**src/rtl/prm_chk_pkg.sv**
```systemverilog
// Shared types and constants for the PRM obstacle-check initiator.
// Holds the obstacle code width (checker inputs A..O, A = bit 0), the default
// checker-bank width, the obstacle code typedef and the sequencer state enum.
package prm_chk_pkg;

  localparam int CODE_W       = 15;
  localparam int NUM_EDGE_DEF = 32;

  typedef logic [CODE_W-1:0] code_t;

  typedef enum logic [1:0] {
    IDLE  = 2'd0,
    RUN   = 2'd1,
    DRAIN = 2'd2,
    DONE  = 2'd3
  } state_e;

endpackage

```
**src/rtl/prm_edge_query_seq_if.sv**
```systemverilog
// Obstacle stream (valid/ready in) and batch result (valid/ready out) bundle.
// slave  : the sequencer side (sinks obstacles, sources the result).
// master : the obstacle-list reader / roadmap builder side.
interface prm_edge_query_seq_if #(
  parameter int NUM_EDGE = prm_chk_pkg::NUM_EDGE_DEF,
  parameter int CNT_W    = 16
);
  import prm_chk_pkg::*;

  logic                obs_valid;
  code_t               obs_code;
  logic                obs_ready;
  logic                res_valid;
  logic [NUM_EDGE-1:0] res_mask;
  logic [CNT_W-1:0]    res_count;
  logic                res_ready;

  modport slave (
    input  obs_valid, obs_code, res_ready,
    output obs_ready, res_valid, res_mask, res_count
  );

  modport master (
    output obs_valid, obs_code, res_ready,
    input  obs_ready, res_valid, res_mask, res_count
  );

endinterface

```
**src/rtl/prm_edge_query_seq_acc.sv**
```systemverilog
// Check stage: registers the accepted code onto the checker bus and ORs the
// bank response into the blocked-edge accumulator one cycle later.
// Ports: accept_i/code_i (accepted obstacle), clr_i (batch start),
//        chk_mask_i (bank response), chk_code_o (to bank), acc_o (accumulator).
module prm_edge_query_seq_acc
  import prm_chk_pkg::*;
#(
  parameter int NUM_EDGE = NUM_EDGE_DEF
) (
  input  logic                clk,
  input  logic                rst,
  input  logic                accept_i,
  input  logic                clr_i,
  input  code_t               code_i,
  input  logic [NUM_EDGE-1:0] chk_mask_i,
  output code_t               chk_code_o,
  output logic [NUM_EDGE-1:0] acc_o
);

  code_t               chk_code_q;
  logic                v1_q;
  logic [NUM_EDGE-1:0] acc_q;

  always_ff @(posedge clk or posedge rst) begin
    if (rst) begin
      chk_code_q <= '0;
      v1_q       <= 1'b0;
      acc_q      <= '0;
    end else begin
      // v1 marks the cycle in which chk_code holds a freshly accepted code;
      // outside that cycle the bank output is meaningless and is ignored.
      v1_q <= accept_i;
      if (accept_i) chk_code_q <= code_i;
      // clr only occurs in IDLE, where v1 is always low, so no overlap.
      if (clr_i)     acc_q <= '0;
      else if (v1_q) acc_q <= acc_q | chk_mask_i;
    end
  end

  assign chk_code_o = chk_code_q;
  assign acc_o      = acc_q;

endmodule

```
**src/rtl/prm_edge_query_seq.sv**
```systemverilog
// Initiator of the PRM obstacle check: streams a batch of obstacle codes into
// an external combinational checker bank and returns the OR of its edge masks.
// Latency: result valid 2 cycles after the cycle of the final accept; one
// obstacle per cycle. Backpressure: obs_ready only in RUN with codes pending;
// the result is held stable in DONE until res_ready.
// Ports: clk, rst (async, active high), start/num_obs (batch launch),
//        bus (obstacle stream + result), chk_code/chk_mask (checker bank), busy.
module prm_edge_query_seq
  import prm_chk_pkg::*;
#(
  parameter int NUM_EDGE = NUM_EDGE_DEF,
  parameter int CNT_W    = 16
) (
  input  logic                 clk,
  input  logic                 rst,
  input  logic                 start,
  input  logic [CNT_W-1:0]     num_obs,
  prm_edge_query_seq_if.slave  bus,
  output code_t                chk_code,
  input  logic [NUM_EDGE-1:0]  chk_mask,
  output logic                 busy
);

  state_e              state_q;
  logic [CNT_W-1:0]    remaining_q;
  logic [CNT_W-1:0]    processed_q;
  logic                obs_ready_q;
  logic                res_valid_q;
  logic                busy_q;
  logic                accept;
  logic                clr;
  logic [NUM_EDGE-1:0] acc;

  assign accept = bus.obs_valid & obs_ready_q;
  assign clr    = (state_q == IDLE) & start;

  always_ff @(posedge clk or posedge rst) begin
    if (rst) begin
      state_q     <= IDLE;
      remaining_q <= '0;
      processed_q <= '0;
      obs_ready_q <= 1'b0;
      res_valid_q <= 1'b0;
      busy_q      <= 1'b0;
    end else begin
      case (state_q)
        IDLE: begin
          if (start) begin
            remaining_q <= num_obs;
            processed_q <= '0;
            busy_q      <= 1'b1;
            if (num_obs == '0) begin
              state_q     <= DONE;
              res_valid_q <= 1'b1;
            end else begin
              state_q     <= RUN;
              obs_ready_q <= 1'b1;
            end
          end
        end
        RUN: begin
          if (accept) begin
            remaining_q <= remaining_q - CNT_W'(1);
            processed_q <= processed_q + CNT_W'(1);
            // Last code: ready drops at this same edge so no extra accept.
            if (remaining_q == CNT_W'(1)) begin
              state_q     <= DRAIN;
              obs_ready_q <= 1'b0;
            end
          end
        end
        DRAIN: begin
          // The final code's mask is absorbed at this edge.
          state_q     <= DONE;
          res_valid_q <= 1'b1;
        end
        DONE: begin
          if (bus.res_ready) begin
            state_q     <= IDLE;
            res_valid_q <= 1'b0;
            busy_q      <= 1'b0;
          end
        end
        default: state_q <= IDLE;
      endcase
    end
  end

  prm_edge_query_seq_acc #(.NUM_EDGE(NUM_EDGE)) u_acc (
    .clk        (clk),
    .rst        (rst),
    .accept_i   (accept),
    .clr_i      (clr),
    .code_i     (bus.obs_code),
    .chk_mask_i (chk_mask),
    .chk_code_o (chk_code),
    .acc_o      (acc)
  );

  assign bus.obs_ready = obs_ready_q;
  assign bus.res_valid = res_valid_q;
  assign bus.res_mask  = acc;
  assign bus.res_count = processed_q;
  assign busy          = busy_q;

endmodule

```
**src/flat_wrapper.sv**
```systemverilog
// flat-port wrapper written by rule: the top's interface ports become plain ports
module prm_edge_query_seq_flat import prm_chk_pkg::*;
#(
  parameter int NUM_EDGE = NUM_EDGE_DEF,
  parameter int CNT_W    = 16
)
  (clk, rst, start, num_obs, chk_code, chk_mask, busy, bus_obs_valid, bus_obs_code, bus_res_ready, bus_obs_ready, bus_res_valid, bus_res_mask, bus_res_count);
  prm_edge_query_seq_if #(.NUM_EDGE(NUM_EDGE), .CNT_W(CNT_W)) bus_i ();
  input  logic clk;
  input  logic rst;
  input  logic start;
  input  logic [CNT_W-1:0] num_obs;
  output code_t chk_code;
  input  logic [NUM_EDGE-1:0] chk_mask;
  output logic busy;
  input wire logic [$bits(bus_i.obs_valid)-1:0] bus_obs_valid;
  input wire logic [$bits(bus_i.obs_code)-1:0] bus_obs_code;
  input wire logic [$bits(bus_i.res_ready)-1:0] bus_res_ready;
  output wire logic [$bits(bus_i.obs_ready)-1:0] bus_obs_ready;
  output wire logic [$bits(bus_i.res_valid)-1:0] bus_res_valid;
  output wire logic [$bits(bus_i.res_mask)-1:0] bus_res_mask;
  output wire logic [$bits(bus_i.res_count)-1:0] bus_res_count;
  assign bus_i.obs_valid = bus_obs_valid;
  assign bus_i.obs_code = bus_obs_code;
  assign bus_i.res_ready = bus_res_ready;
  assign bus_obs_ready = bus_i.obs_ready;
  assign bus_res_valid = bus_i.res_valid;
  assign bus_res_mask = bus_i.res_mask;
  assign bus_res_count = bus_i.res_count;
  prm_edge_query_seq #(.NUM_EDGE(NUM_EDGE), .CNT_W(CNT_W)) u_core (.clk(clk), .rst(rst), .start(start), .num_obs(num_obs), .bus(bus_i), .chk_code(chk_code), .chk_mask(chk_mask), .busy(busy));
endmodule
```
**config.mk**
```make
export PLATFORM = sky130hd
export DESIGN_NAME = prm_edge_query_seq_flat
export DESIGN_NICKNAME = d
export VERILOG_FILES = /design/src/rtl/prm_chk_pkg.sv /design/src/rtl/prm_edge_query_seq_if.sv /design/src/rtl/prm_edge_query_seq_acc.sv /design/src/rtl/prm_edge_query_seq.sv /design/src/flat_wrapper.sv
export SDC_FILE = /design/constraint.sdc
export NUM_CORES = 1
export LEC_CHECK = 0
export BUFFER_PORTS_ARGS = -buffer_cell sky130_fd_sc_hd__buf_4
export CAP_MARGIN = 15
export CORE_MARGIN = 2
export CORE_UTILIZATION = 54
export DETAILED_ROUTE_END_ITERATION = 10
export GPL_TIMING_DRIVEN = 0
export PLACE_DENSITY_LB_ADDON = 0.2
export SYNTH_ARGS = -nofsm -noshare
export SYNTH_HDL_FRONTEND = slang
export SYNTH_HIERARCHICAL = 1
export SYNTH_SLANG_ARGS = --single-unit
```
**constraint.sdc**
```tcl
create_clock -name clk -period 5.5 [get_ports clk]
set_clock_uncertainty 0.1 [all_clocks]
set_input_delay 0.55 -clock clk [delete_from_list [all_inputs] [get_ports clk]]
set_output_delay 0.55 -clock clk [all_outputs]
set_load 0.02 [all_outputs]
```
# Word level (Yosys, flattened, before mapping)
# Cells that the tools add are included.
# Widths: inputs -> output; s select.
[classes]
reduce_logical = 11
add_sub_neg = 2
eq_ne = 10
n_bitwise = 3
mux = 25
[ops]
columns = ["cell", "count"]
rows = [
  ["$mux 16", 4],
  ["$mux 32", 2],
  ["$pmux 16 s2", 2],
  ["$or 32x32->32", 1],
  ["$add 16x1->16 const B", 1],
  ["$eq 16x1->1 const B", 1],
  ["$logic_not 16->1", 1],
  ["$sub 16x1->16 const B", 1],
  ["$mux 2", 5],
  ["$ne 2x2->1 const B", 5],
  ["$mux 1", 8],
  ["$pmux 2 s4", 1],
  ["$reduce_and 4->1", 2],
  ["$reduce_and 3->1", 2],
  ["$reduce_bool 2->1", 3],
  ["$reduce_and 5->1", 1],
  ["$eq 2x2->1 const B", 2],
  ["$pmux 1 s2", 2],
  ["$pmux 1 s3", 1],
  ["$reduce_bool 3->1", 1],
  ["$and 1x1->1", 2],
  ["$eq 2x1->1 const B", 1],
  ["$logic_not 2->1", 1],
  ["$ne 2x1->1 const B", 1],
]
[word_totals]
register_bits = 85
output_inout_bits = 66

# Longest topological paths before layout
# Gate-level depths: netlist (run 1).
[logic_depth]
word_depth = 4
mapped_depth = 9

# Cells and area by module
# Netlist (run 1), hierarchy kept.
[by_module_without_submodules]
columns = ["module", "area_per_inst_um2", "cells_each", "seq_area_each_um2", "n_inst"]
rows = [
  ["prm_edge_query_seq", 2289.7, 260, 925.9, 1],
  ["prm_edge_query_seq_acc", 1750.4, 136, 1201.2, 1],
]

# Worst setup path before layout (run 1)
# OpenSTA, ideal clock, no wires.
[synth_path]
path_type = "reg-to-reg"
start = "reg u_core.state_q[0]"
end = "reg u_core.processed_q[11], in the netlist u_core/bus.res_count[11]"
path_slack_ps = 3494
path_stages_with_launch = 9
setup_time_ps = 78
arrival_time_ps = 1828
cell_sequence = "dfrtp_1 -> inv_1 -> ha_1 -> nor2b_1 -> buf_2 -> a211o_1 -> buf_2 -> or3_1 -> a21oi_1"
[synth_via]
elab_chain_len = 3
word_cells_on_any_way = 7
classes_between = "eq/ne (3); mux (1); reduce/logical (3)"
[synth_lines]
columns = ["element", "line_no", "source"]
rows = [
  ["from (decl)", "prm_edge_query_seq.sv:24", "state_e state_q;"],
  ["from (signal assigned)", "prm_edge_query_seq.sv:39", "state_q <= IDLE;"],
  ["from (signal assigned)", "prm_edge_query_seq.sv:53", "state_q <= DONE;"],
  ["from (signal assigned)", "prm_edge_query_seq.sv:56", "state_q <= RUN;"],
  ["$eq 2x1->1 / $logic_not 2->1 (equally long branches)", "prm_edge_query_seq.sv:46", "case (state_q)"],
  ["$ne 2x2->1 (no line) / $reduce_bool 2->1 (equally long branches)", "--", ""],
  ["$reduce_and 3->1 (no line)", "--", ""],
  ["to (signal assigned)", "prm_edge_query_seq.sv:64", "processed_q <= processed_q + CNT_W'(1);"],
  ["to (decl)", "prm_edge_query_seq.sv:26", "logic [CNT_W-1:0] processed_q;"],
]
# Parallel ways exist; a longest one is shown, timed or not.
# A chain may end at the register's enable or synchronous reset.

# Final worst setup path (run 1)
[layout_path]
start = "reg u_core.state_q[0]"
end = "reg u_core.remaining_q[15]"
[layout_via]
elab_chain_len = 3
word_cells_on_any_way = 7
classes_between = "eq/ne (3); mux (1); reduce/logical (3)"
[layout_lines]
columns = ["element", "line_no", "source"]
rows = [
  ["$eq 2x1->1 / $logic_not 2->1 (equally long branches)", "prm_edge_query_seq.sv:46", ""],
  ["$ne 2x2->1 (no line) / $reduce_bool 2->1 (equally long branches)", "--", ""],
  ["$reduce_and 3->1 (no line)", "--", ""],
  ["to (signal assigned)", "prm_edge_query_seq.sv:49", "remaining_q <= num_obs;"],
  ["to (signal assigned)", "prm_edge_query_seq.sv:63", "remaining_q <= remaining_q - CNT_W'(1);"],
  ["to (decl)", "prm_edge_query_seq.sv:25", "logic [CNT_W-1:0] remaining_q;"],
]
# Parallel ways exist; a longest one is shown, timed or not.

==> impl_results.html, run 1 <==
<table>
<tr><th>Metric</th><th>Value</th></tr>
<tr><th colspan="2">Setup path</th></tr>
<tr><td>Most prevalent standard cell on the critical path</td><td>sky130_fd_sc_hd__buf_2</td></tr>
<tr><td>Delay of the slowest cell on the worst path</td><td>between 0.5 and 0.6 ns</td></tr>
<tr><td>Worst setup path category</td><td>flop to flop</td></tr>
<tr><td>Critical path cell sequence</td><td>inv_1, ha_1, nor2b_1, buf_2, a21oi_1, buf_2, nand4_1, nand4b_1</td></tr>
<tr><td>Max Fanout on Critical Path</td><td>10</td></tr>
<tr><td>Endpoint class of the critical path</td><td>flop</td></tr>
<tr><td>Startpoint Class</td><td>flop</td></tr>
<tr><td>Crit-path slowest cell</td><td>sky130_fd_sc_hd__a21oi_1</td></tr>
<tr><td>Data arrival time at the worst-slack endpoint</td><td>between 2 and 3 ns</td></tr>
<tr><td>Data required time of the worst path</td><td>roughly 5.7 ns</td></tr>
<tr><th colspan="2">CTS</th></tr>
<tr><td>Clock transition at the registers of the reported paths</td><td>0.09 ns</td></tr>
<tr><td>Inserted Clock Buffers</td><td>9</td></tr>
<tr><td>Clock tree from TritonCTS</td><td>yes</td></tr>
<tr><td>Clock latency reported for the late side of the worst-skew pair</td><td>0.35 ns</td></tr>
<tr><td>TritonCTS sink count</td><td>85</td></tr>
<tr><td>Maximum level of the CTS H-tree</td><td>3</td></tr>
<tr><td>Buffer levels on the longest clock path</td><td>2</td></tr>
<tr><td>Clock root buffer</td><td>sky130_fd_sc_hd__clkbuf_8</td></tr>
<tr><td>Setup fix buffers added after clock tree synthesis</td><td>0</td></tr>
<tr><th colspan="2">Power</th></tr>
<tr><td>P_int</td><td>0.932 mW</td></tr>
<tr><td>Share of total power consumed by net switching</td><td>between 20 and 25%</td></tr>
<tr><td>Combinational cell fraction of total power</td><td>around 7%</td></tr>
<tr><td>Max IR drop VDD</td><td>0.144 mV</td></tr>
<tr><td>Share of power burned in the clock network</td><td>between 30 and 40%</td></tr>
<tr><td>Leakage power summed over all cells</td><td>2.70 nW</td></tr>
<tr><td>Total net switching power</td><td>0.269 mW</td></tr>
<tr><td>Register share of total power</td><td>53.1%</td></tr>
<tr><td>Power per cell area</td><td>between 200 and 250 nW/um^2</td></tr>
<tr><th colspan="2">Timing</th></tr>
<tr><td>Slew Viols, Final</td><td>0</td></tr>
<tr><td>Endpoints failing setup</td><td>0</td></tr>
<tr><td>Least-Margin Pin Slew</td><td>0.809 ns</td></tr>
<tr><td>Clock period minus worst slack</td><td>2.42 ns</td></tr>
<tr><td>Upper clock frequency limit</td><td>412 MHz</td></tr>
<tr><td>Share of the cycle needed by the critical path after routing</td><td>44.1%</td></tr>
<tr><td>Setup tns final</td><td>0 ns</td></tr>
<tr><td>Setup repair after global routing missed its margin</td><td>false</td></tr>
<tr><td>Tightest slew margin relative to the limit</td><td>approximately 46%</td></tr>
<tr><td>Final number of hold-violating endpoints</td><td>0</td></tr>
<tr><th colspan="2">Hold path</th></tr>
<tr><td>Hold Crit Class</td><td>input port to flop</td></tr>
<tr><th colspan="2">Synth</th></tr>
<tr><td>Cells after synthesis</td><td>roughly 400</td></tr>
<tr><td>Primary flip-flop cell chosen by synthesis mapping</td><td>sky130_fd_sc_hd__dfrtp_1</td></tr>
<tr><td>Register bit total from synthesis</td><td>85</td></tr>
<tr><td>Area of the mapped netlist</td><td>4040 um^2</td></tr>
<tr><td>Share of flip-flops with an asynchronous set or reset after synthesis</td><td>between 90% and 100%</td></tr>
<tr><td>Syn nets</td><td>472</td></tr>
<tr><td>Count of different cell masters after synthesis</td><td>between 50 and 60</td></tr>
<tr><td>Syn avg cell area</td><td>10.2 um^2</td></tr>
<tr><td>Synthesis Warnings</td><td>6</td></tr>
<tr><td>Seq/Total Area, Yosys</td><td>52.6%</td></tr>
<tr><td>Number of enable flip-flop cells after synthesis</td><td>0</td></tr>
<tr><th colspan="2">Place</th></tr>
<tr><td>PortBufs</td><td>roughly 130</td></tr>
<tr><td>HPWL after detailed placement</td><td>7.81 mm</td></tr>
<tr><td>Area of placed instances</td><td>5180 um^2</td></tr>
<tr><td>Routability congestion estimate</td><td>a little under 0.9</td></tr>
<tr><th colspan="2">Global route</th></tr>
<tr><td>First-pass GRT wire length</td><td>17.2 mm</td></tr>
<tr><td>Via count of the first global-routing pass</td><td>3469</td></tr>
<tr><td>Antenna violations before repair</td><td>0</td></tr>
<tr><td>Global route total overflow</td><td>0</td></tr>
<tr><td>Global-route usage over all layers</td><td>26.1%</td></tr>
<tr><td>Maximum number of pins on one net before global-route repair</td><td>47</td></tr>
<tr><th colspan="2">Flow run</th></tr>
<tr><td># Max-Cap Violations</td><td>0</td></tr>
<tr><th colspan="2">Cells and area</th></tr>
<tr><td># nets final</td><td>about 600</td></tr>
<tr><td>Syn-to-layout area delta</td><td>33.8%</td></tr>
<tr><td>Number of fill cells</td><td>511</td></tr>
<tr><td>Cell area after layout</td><td>about 5400 um^2</td></tr>
<tr><td>Antenna cell count</td><td>0</td></tr>
<tr><td>Fraction of layout instances using a drive strength above 1</td><td>between 30% and 40%</td></tr>
<tr><th colspan="2">Die</th></tr>
<tr><td>Starting density of the core</td><td>a little under three fifths</td></tr>
<tr><td>Floorplan Core Area</td><td>7250 um^2</td></tr>
<tr><td>Height of the die</td><td>90.5 um</td></tr>
<tr><td>Total Die Area</td><td>around 8000 um^2</td></tr>
<tr><td>Number of I/O pins</td><td>134</td></tr>
<tr><td>Num rows</td><td>31</td></tr>
<tr><td>Die width</td><td>a little over 90 um</td></tr>
<tr><th colspan="2">Route</th></tr>
<tr><td>Vias per Instance</td><td>5.64</td></tr>
<tr><td>Detailed-route wire length</td><td>approximately 11 mm</td></tr>
<tr><td>Detailed Route Iter0 Violations</td><td>around 160</td></tr>
<tr><td>DRC</td><td>0</td></tr>
<tr><td>Routed wire per std cell</td><td>roughly 16 um</td></tr>
<tr><td>First-pass iteration count of the detailed router</td><td>5</td></tr>
<tr><td>Antenna Violating Nets Remaining</td><td>0</td></tr>
<tr><td>Overall via count from detail_route</td><td>3640</td></tr>
<tr><th colspan="2">Run status</th></tr>
<tr><td>Run status</td><td>finished clean</td></tr>
</table>
[layout make-up]
class                           instances  area (um^2)  area share (%)
Tap cell                               99          124            2.29
Multi-Input combinational cell        272         1720            31.8
Clock inverter                          5         85.1            1.57
Inverter                               16         60.1            1.11
Clock buffer                           10          128            2.36
Sequential cell                        85         2130            39.4
Buffer                                 23          134            2.48
Timing Repair Buffer                  135         1030            19.0
[metrics by stage]
step	hold WS [ns]	setup WS (ns)	cells	util [%]	power, mW
finish	0.330	3.08	645	74.5	1.20
global route	0.323	2.97	645	74.5	1.24
CTS	0.320	3.13	645	74.5	1.21
detailed placement	0.333	3.17	629	71.5	0.734
global placement	0.377	3.21	628	71.2	0.730
floorplan	0.391	3.49	396	-	0.676
[worst max-delay path: cells and delay by family (launching register included)]
kind | cells | cell delay (ns)
buffers and inverters | 3 | 0.64
AOI/OAI and AO/OA | 1 | 0.53
and+or+nand+nor | 3 | 0.41
DFF | 1 | 0.38
adders and majority gates | 1 | 0.30
[cells in the mapped netlist (7+ instances only)]
library cell	count	share of area, %
sky130_fd_sc_hd__nand3_1	11	1.4
sky130_fd_sc_hd__o21ai_0	19	2.4
sky130_fd_sc_hd__buf_2	10	1.2
sky130_fd_sc_hd__clkbuf_1	8	0.74
sky130_fd_sc_hd__a21oi_1	59	7.3
sky130_fd_sc_hd__o22ai_1	7	1.1
sky130_fd_sc_hd__nor2_1	48	4.5
sky130_fd_sc_hd__nand4_1	7	1.1
sky130_fd_sc_hd__or3_1	10	1.5
sky130_fd_sc_hd__nand2_1	18	1.7
sky130_fd_sc_hd__dfrtp_1	85	53
sky130_fd_sc_hd__mux2_4	10	3.7
sky130_fd_sc_hd__ha_1	8	2.5
sky130_fd_sc_hd__inv_1	16	1.5
[metal layers]
| layer | GRT usage [%] | share of wire [%] |
|---|---|---|
| met3 | 4.84 | 6.1 |
| met1 | 35.2 | 43 |
| met5 | 0 | 0 |
| met2 | 42.8 | 50 |
| met4 | 8.33 | 1.0 |
[power by group through the flow]
stage	sequential, mW	combinational (mW)	clock, mW
finish	0.638	0.0844	0.479
global placement	0.650	0.0803	0
global route	0.639	0.0921	0.512
CTS	0.637	0.0851	0.487
floorplan	0.654	0.0215	0
detailed placement	0.650	0.0844	0
[final timing paths]
kind | from | end | slack [ns] | depth (start not counted)
setup / recovery | u_core/state_q[0] | u_core/remaining_q[15] | 3.08 | 8
hold / removal | bus_obs_code[3] | u_core/u_acc/chk_code_o[3] | 0.33 | 2
max in group asynchronous | rst | u_core/busy | 3.95 | 3
min in group asynchronous | rst | u_core/u_acc/chk_code_o[10] | 0.52 | 3
hold reg to reg | u_core/u_acc/acc_o[30] | u_core/u_acc/acc_o[30] | 0.40 | 2
setup reg to reg | u_core/state_q[0] | u_core/remaining_q[15] | 3.08 | 8
[repair_timing]
item / 4_1_cts / 5_1_grt
resized for setup: 0 / 0
hold buffers: 1 / 0
endpoints found under the hold margin: 2 / 0
[registers in the layout, summed over array words and instances (netlist names)]
name,cells
u_core/u_acc/v1_q,1
u_core/u_acc/chk_code_o,15
u_core/remaining_q,16
u_core/bus.res_count,16
u_core/bus.obs_ready,1
u_core/u_acc/acc_o,32
u_core/state_q,2
u_core/bus.res_valid,1
u_core/busy,1
[kinds of logic after synthesis]
logic type / after synthesis / share of synthesized area (%)
simple gates: 126 / 16.1
compound gates: 113 / 16.5
mux: 22 / 6.88
fa+ha+maj: 8 / 2.48
flops: 85 / 52.6
xor+xnor: 3 / 0.650
buf+inv: 39 / 4.80
[cells in the final DEF, fill, tap and decap left out, types with 5 or more instances in the layout]
master                      synthesis  routed
sky130_fd_sc_hd__inv_1             16      14
sky130_fd_sc_hd__o21ai_0           19      19
sky130_fd_sc_hd__nand3_1           11      11
sky130_fd_sc_hd__ha_1               8       8
sky130_fd_sc_hd__dfrtp_1           85      85
sky130_fd_sc_hd__clkbuf_8           0       9
sky130_fd_sc_hd__mux2i_1            6       6
sky130_fd_sc_hd__clkbuf_1           8       9
sky130_fd_sc_hd__or3_1             10      10
sky130_fd_sc_hd__buf_2             10      10
sky130_fd_sc_hd__buf_4              1     134
sky130_fd_sc_hd__nand4_1            7       7
sky130_fd_sc_hd__a21oi_1           59      59
sky130_fd_sc_hd__mux2_4            10      10
sky130_fd_sc_hd__o22ai_1            7       7
sky130_fd_sc_hd__nor4_1             6       6
sky130_fd_sc_hd__nand2_1           18      18
sky130_fd_sc_hd__mux2_2             5       5
sky130_fd_sc_hd__a2bb2oi_1          6       6
sky130_fd_sc_hd__nor2_1            48      48
(Power assumes the default switching activity.)
==> run 2, diff against run 1 <==
--- a/config.mk
+++ b/config.mk
@@ -8,7 +8,7 @@
 export BUFFER_PORTS_ARGS = -buffer_cell sky130_fd_sc_hd__buf_4
 export CAP_MARGIN = 15
 export CORE_MARGIN = 2
-export CORE_UTILIZATION = 54
+export CORE_UTILIZATION = 46
 export DETAILED_ROUTE_END_ITERATION = 10
 export GPL_TIMING_DRIVEN = 0
 export PLACE_DENSITY_LB_ADDON = 0.2
==> constraint.sdc (replaced) <==
create_clock -name clk -period 2 [get_ports clk]
set_clock_uncertainty 0.1 [all_clocks]
set_input_delay 0.2 -clock clk [delete_from_list [all_inputs] [get_ports clk]]
set_output_delay 0.2 -clock clk [all_outputs]
set_load 0.02 [all_outputs]
==> run 2 against run 1 <==
Compared with the run above:
- via count increased by 7.5%
- largest power group unchanged
- global-route usage fell by 1.8 points
- final area increased by 14%
- cell count increased by 12%
==> impl_results.html, run 2 (synthesized netlist as in run 1, its figures left out) <==
<table>
<tr><th>Metric</th><th>Value</th></tr>
<tr><th colspan="2">Place</th></tr>
<tr><td>Area of placed instances</td><td>5200 um^2 (+0.27%)</td></tr>
<tr><td>HPWL after detailed placement</td><td>7.48 mm (-4.2%)</td></tr>
<tr><td>PortBufs</td><td>133 (unchanged)</td></tr>
<tr><td>Routability congestion estimate</td><td>0.895 (+0.30%)</td></tr>
<tr><th colspan="2">Flow run</th></tr>
<tr><td># Max-Cap Violations</td><td>0 (unchanged)</td></tr>
<tr><th colspan="2">Die</th></tr>
<tr><td>Num rows</td><td>34 (+9.7%)</td></tr>
<tr><td>Starting density of the core</td><td>46.8% (-8.9 points)</td></tr>
<tr><td>Height of the die</td><td>97.7 um (+8.0%)</td></tr>
<tr><td>Total Die Area</td><td>9550 um^2 (+17%)</td></tr>
<tr><td>Die width</td><td>97.7 um (+8.0%)</td></tr>
<tr><td>Floorplan Core Area</td><td>8640 um^2 (+19%)</td></tr>
<tr><td>Number of I/O pins</td><td>134 (unchanged)</td></tr>
<tr><th colspan="2">Power</th></tr>
<tr><td>Share of power burned in the clock network</td><td>37.7% (-2.2 points)</td></tr>
<tr><td>Combinational cell fraction of total power</td><td>9.3% (+2.3 points)</td></tr>
<tr><td>Power per cell area</td><td>538 nW/um^2 (+140%)</td></tr>
<tr><td>Total net switching power</td><td>0.777 mW (+190%)</td></tr>
<tr><td>Register share of total power</td><td>53.0% (about the same)</td></tr>
<tr><td>Leakage power summed over all cells</td><td>3.01 nW (+11%)</td></tr>
<tr><td>Share of total power consumed by net switching</td><td>23.5% (+1.1 points)</td></tr>
<tr><td>Max IR drop VDD</td><td>0.353 mV (+150%)</td></tr>
<tr><td>P_int</td><td>2.53 mW (+170%)</td></tr>
<tr><th colspan="2">Cells and area</th></tr>
<tr><td>Cell area after layout</td><td>6150 um^2 (+14%)</td></tr>
<tr><td>Fraction of layout instances using a drive strength above 1</td><td>36.4% (+2.9 points)</td></tr>
<tr><td>Share of the core filled with cells</td><td>71.2% (-3.3 points)</td></tr>
<tr><td>Max FFs per register</td><td>32 (unchanged)</td></tr>
<tr><td>Most frequent standard cell in the layout excluding fill and tap cells</td><td>sky130_fd_sc_hd__buf_4</td></tr>
<tr><td># nets final</td><td>686 (+11%)</td></tr>
<tr><td>Antenna cell count</td><td>0 (unchanged)</td></tr>
<tr><td>Number of fill cells</td><td>643 (+26%)</td></tr>
<tr><td>Syn-to-layout area delta</td><td>52.2%</td></tr>
<tr><td>Commonest non-fill, non-tap cells in the layout</td><td>sky130_fd_sc_hd__buf_4, sky130_fd_sc_hd__dfrtp_1, sky130_fd_sc_hd__a21oi_1, sky130_fd_sc_hd__nor2_1, sky130_fd_sc_hd__dlygate4sd3_1</td></tr>
<tr><th colspan="2">Timing</th></tr>
<tr><td>Setup repair after global routing missed its margin</td><td>true</td></tr>
<tr><td>Worst hold margin</td><td>0.00183 ns (-0.328 ns)</td></tr>
<tr><td>Share of the cycle needed by the critical path after routing</td><td>98.0% (+54 points)</td></tr>
<tr><td>Endpoints failing setup</td><td>0 (unchanged)</td></tr>
<tr><td>Upper clock frequency limit</td><td>510 MHz (+24%)</td></tr>
<tr><td>Clock period minus worst slack</td><td>1.96 ns (-0.465 ns)</td></tr>
<tr><td>Tightest slew margin relative to the limit</td><td>44.7% (-1.3 points)</td></tr>
<tr><td>Slew Viols, Final</td><td>0 (unchanged)</td></tr>
<tr><td>Least-Margin Pin Slew</td><td>0.829 ns (+0.0201 ns)</td></tr>
<tr><td>Final number of hold-violating endpoints</td><td>0 (unchanged)</td></tr>
<tr><th colspan="2">CTS</th></tr>
<tr><td>TritonCTS sink count</td><td>85 (unchanged)</td></tr>
<tr><td>Clock tree from TritonCTS</td><td>yes</td></tr>
<tr><td>Maximum level of the CTS H-tree</td><td>3 (unchanged)</td></tr>
<tr><td>Buffer levels on the longest clock path</td><td>2 (unchanged)</td></tr>
<tr><td>Clock latency reported for the late side of the worst-skew pair</td><td>0.36 ns (about the same)</td></tr>
<tr><td>Inserted Clock Buffers</td><td>9 (unchanged)</td></tr>
<tr><td>Clock transition at the registers of the reported paths</td><td>0.08 ns (about the same)</td></tr>
<tr><td>Clock root buffer</td><td>sky130_fd_sc_hd__clkbuf_8</td></tr>
<tr><th colspan="2">Global route</th></tr>
<tr><td>Maximum number of pins on one net before global-route repair</td><td>43 (-8.5%)</td></tr>
<tr><td>Global route total overflow</td><td>0 (unchanged)</td></tr>
<tr><td>Global-route usage over all layers</td><td>24.3% (-1.8 points)</td></tr>
<tr><td>First-pass GRT wire length</td><td>18.8 mm (+9.1%)</td></tr>
<tr><td>Via count of the first global-routing pass</td><td>3839 (+11%)</td></tr>
<tr><td>Antenna violations before repair</td><td>0 (unchanged)</td></tr>
<tr><th colspan="2">Route</th></tr>
<tr><td>First-pass iteration count of the detailed router</td><td>5 (unchanged)</td></tr>
<tr><td>Detailed Route Iter0 Violations</td><td>172 (+5.5%)</td></tr>
<tr><td>Vias per Instance</td><td>5.41 (-4.1%)</td></tr>
<tr><td>Detailed-route wire length</td><td>11.6 mm (+9.8%)</td></tr>
<tr><td>Antenna Violating Nets Remaining</td><td>0 (unchanged)</td></tr>
<tr><td>Routed wire per std cell</td><td>16.1 um (-2.0%)</td></tr>
<tr><td>DRC</td><td>0 (unchanged)</td></tr>
<tr><td>Overall via count from detail_route</td><td>3913 (+7.5%)</td></tr>
<tr><th colspan="2">Setup path</th></tr>
<tr><td>Crit-path slowest cell</td><td>sky130_fd_sc_hd__dfrtp_2</td></tr>
<tr><td>Max Fanout on Critical Path</td><td>6 (-4)</td></tr>
<tr><td>Critical R2R Launch</td><td>u_core/state_q[0]</td></tr>
<tr><td>Critical path cell sequence</td><td>ha_4, nand2b_4, a211o_1, buf_6, or3_4, a21oi_2</td></tr>
<tr><td>Worst setup startpoint</td><td>u_core/state_q[0]</td></tr>
<tr><td>Worst setup path category</td><td>flop to flop</td></tr>
<tr><td>Data arrival time at the worst-slack endpoint</td><td>2.16 ns (-0.45 ns)</td></tr>
<tr><td>Delay of the slowest cell on the worst path</td><td>0.45 ns (-0.08 ns)</td></tr>
<tr><td>Endpoint class of the critical path</td><td>flop</td></tr>
<tr><td>Startpoint Class</td><td>flop</td></tr>
<tr><td>Data required time of the worst path</td><td>2.20 ns (-3.48 ns)</td></tr>
<tr><th colspan="2">Hold path</th></tr>
<tr><td>Source of the worst hold timing path</td><td>chk_mask[11]</td></tr>
<tr><td>Hold Crit Class</td><td>input port to flop</td></tr>
<tr><th colspan="2">Run status</th></tr>
<tr><td>Run status</td><td>finished clean</td></tr>
</table>
-- run 2: final timing paths --
| check | endpoint | slack [ns] | depth (start not counted) |
|---|---|---|---|
| max | u_core/bus.res_count[12] | 0.04 | 6 |
| min | u_core/u_acc/acc_o[11] | 0.002 | 3 |
| max reg2reg | u_core/bus.res_count[12] | 0.04 | 6 |
| min reg2reg | u_core/u_acc/acc_o[19] | 0.40 | 2 |
| max in group asynchronous | u_core/state_q[0] | 0.74 | 3 |
| min in group asynchronous | u_core/u_acc/chk_code_o[6] | 0.21 | 3 |
-- run 2: through the flow --
| step | power [mW] | setup slack, ns | TNS, ns | cells |
|---|---|---|---|---|
| finish | 3.31 | 0.0403 | 0 | 723 |
| global placement | 2.01 | -0.248 | -3.70 | 637 |
| floorplan | 1.86 | 0.0153 | 0 | 396 |
| CTS | 3.34 | -0.0125 | -0.0230 | 713 |
| global route | 3.44 | -0.0115 | -0.0315 | 723 |
| detailed placement | 2.02 | -0.362 | -5.86 | 638 |
-- run 2: timing repair --
action / in CTS / in global routing
buffers inserted: 13 / 9
endpoints found under the hold margin: 130 / 0
resized for setup: 14 / 19
hold buffers: 46 / 0
endpoints found under the setup margin: 32 / 27
pin swaps: 10 / 7
cloned: 1 / 2
-- run 2: cell type report --
class	count	area [um^2]	share of cell area [%]
Tap cell	108	135	2.20
Sequential cell	85	2130	34.6
Multi-Input combinational cell	273	1830	29.8
Buffer	21	138	2.24
Clock inverter	5	58.8	0.956
Inverter	16	62.6	1.02
Timing Repair Buffer	204	1650	26.9
Clock buffer	11	141	2.30
-- run 2: worst max-delay path: cells and delay by family, from the launching register on --
kind,cells,cell delay [ns]
buf+inv,1,0.15
fa+ha+maj,1,0.20
compound gates,2,0.47
flops,1,0.45
simple gates,2,0.52
-- run 2: power groups by stage --
stage                     registers, mW  clock network (mW)  logic (mW)
after floorplan                    1.80                   0      0.0590
after global placement             1.79                   0       0.220
after detailed placement           1.79                   0       0.229
after CTS                          1.75                1.28       0.304
after global routing               1.76                1.35       0.332
final                              1.75                1.25       0.308
-- run 2: metal layers --
layer	GRT usage (%)	wire, um	vias to the layer above
li1	-	-	1854
met1	32.1	5000	1885
met2	40.6	5740	153
met3	4.46	714	21
met4	7.91	186	0
met5	0	0	-
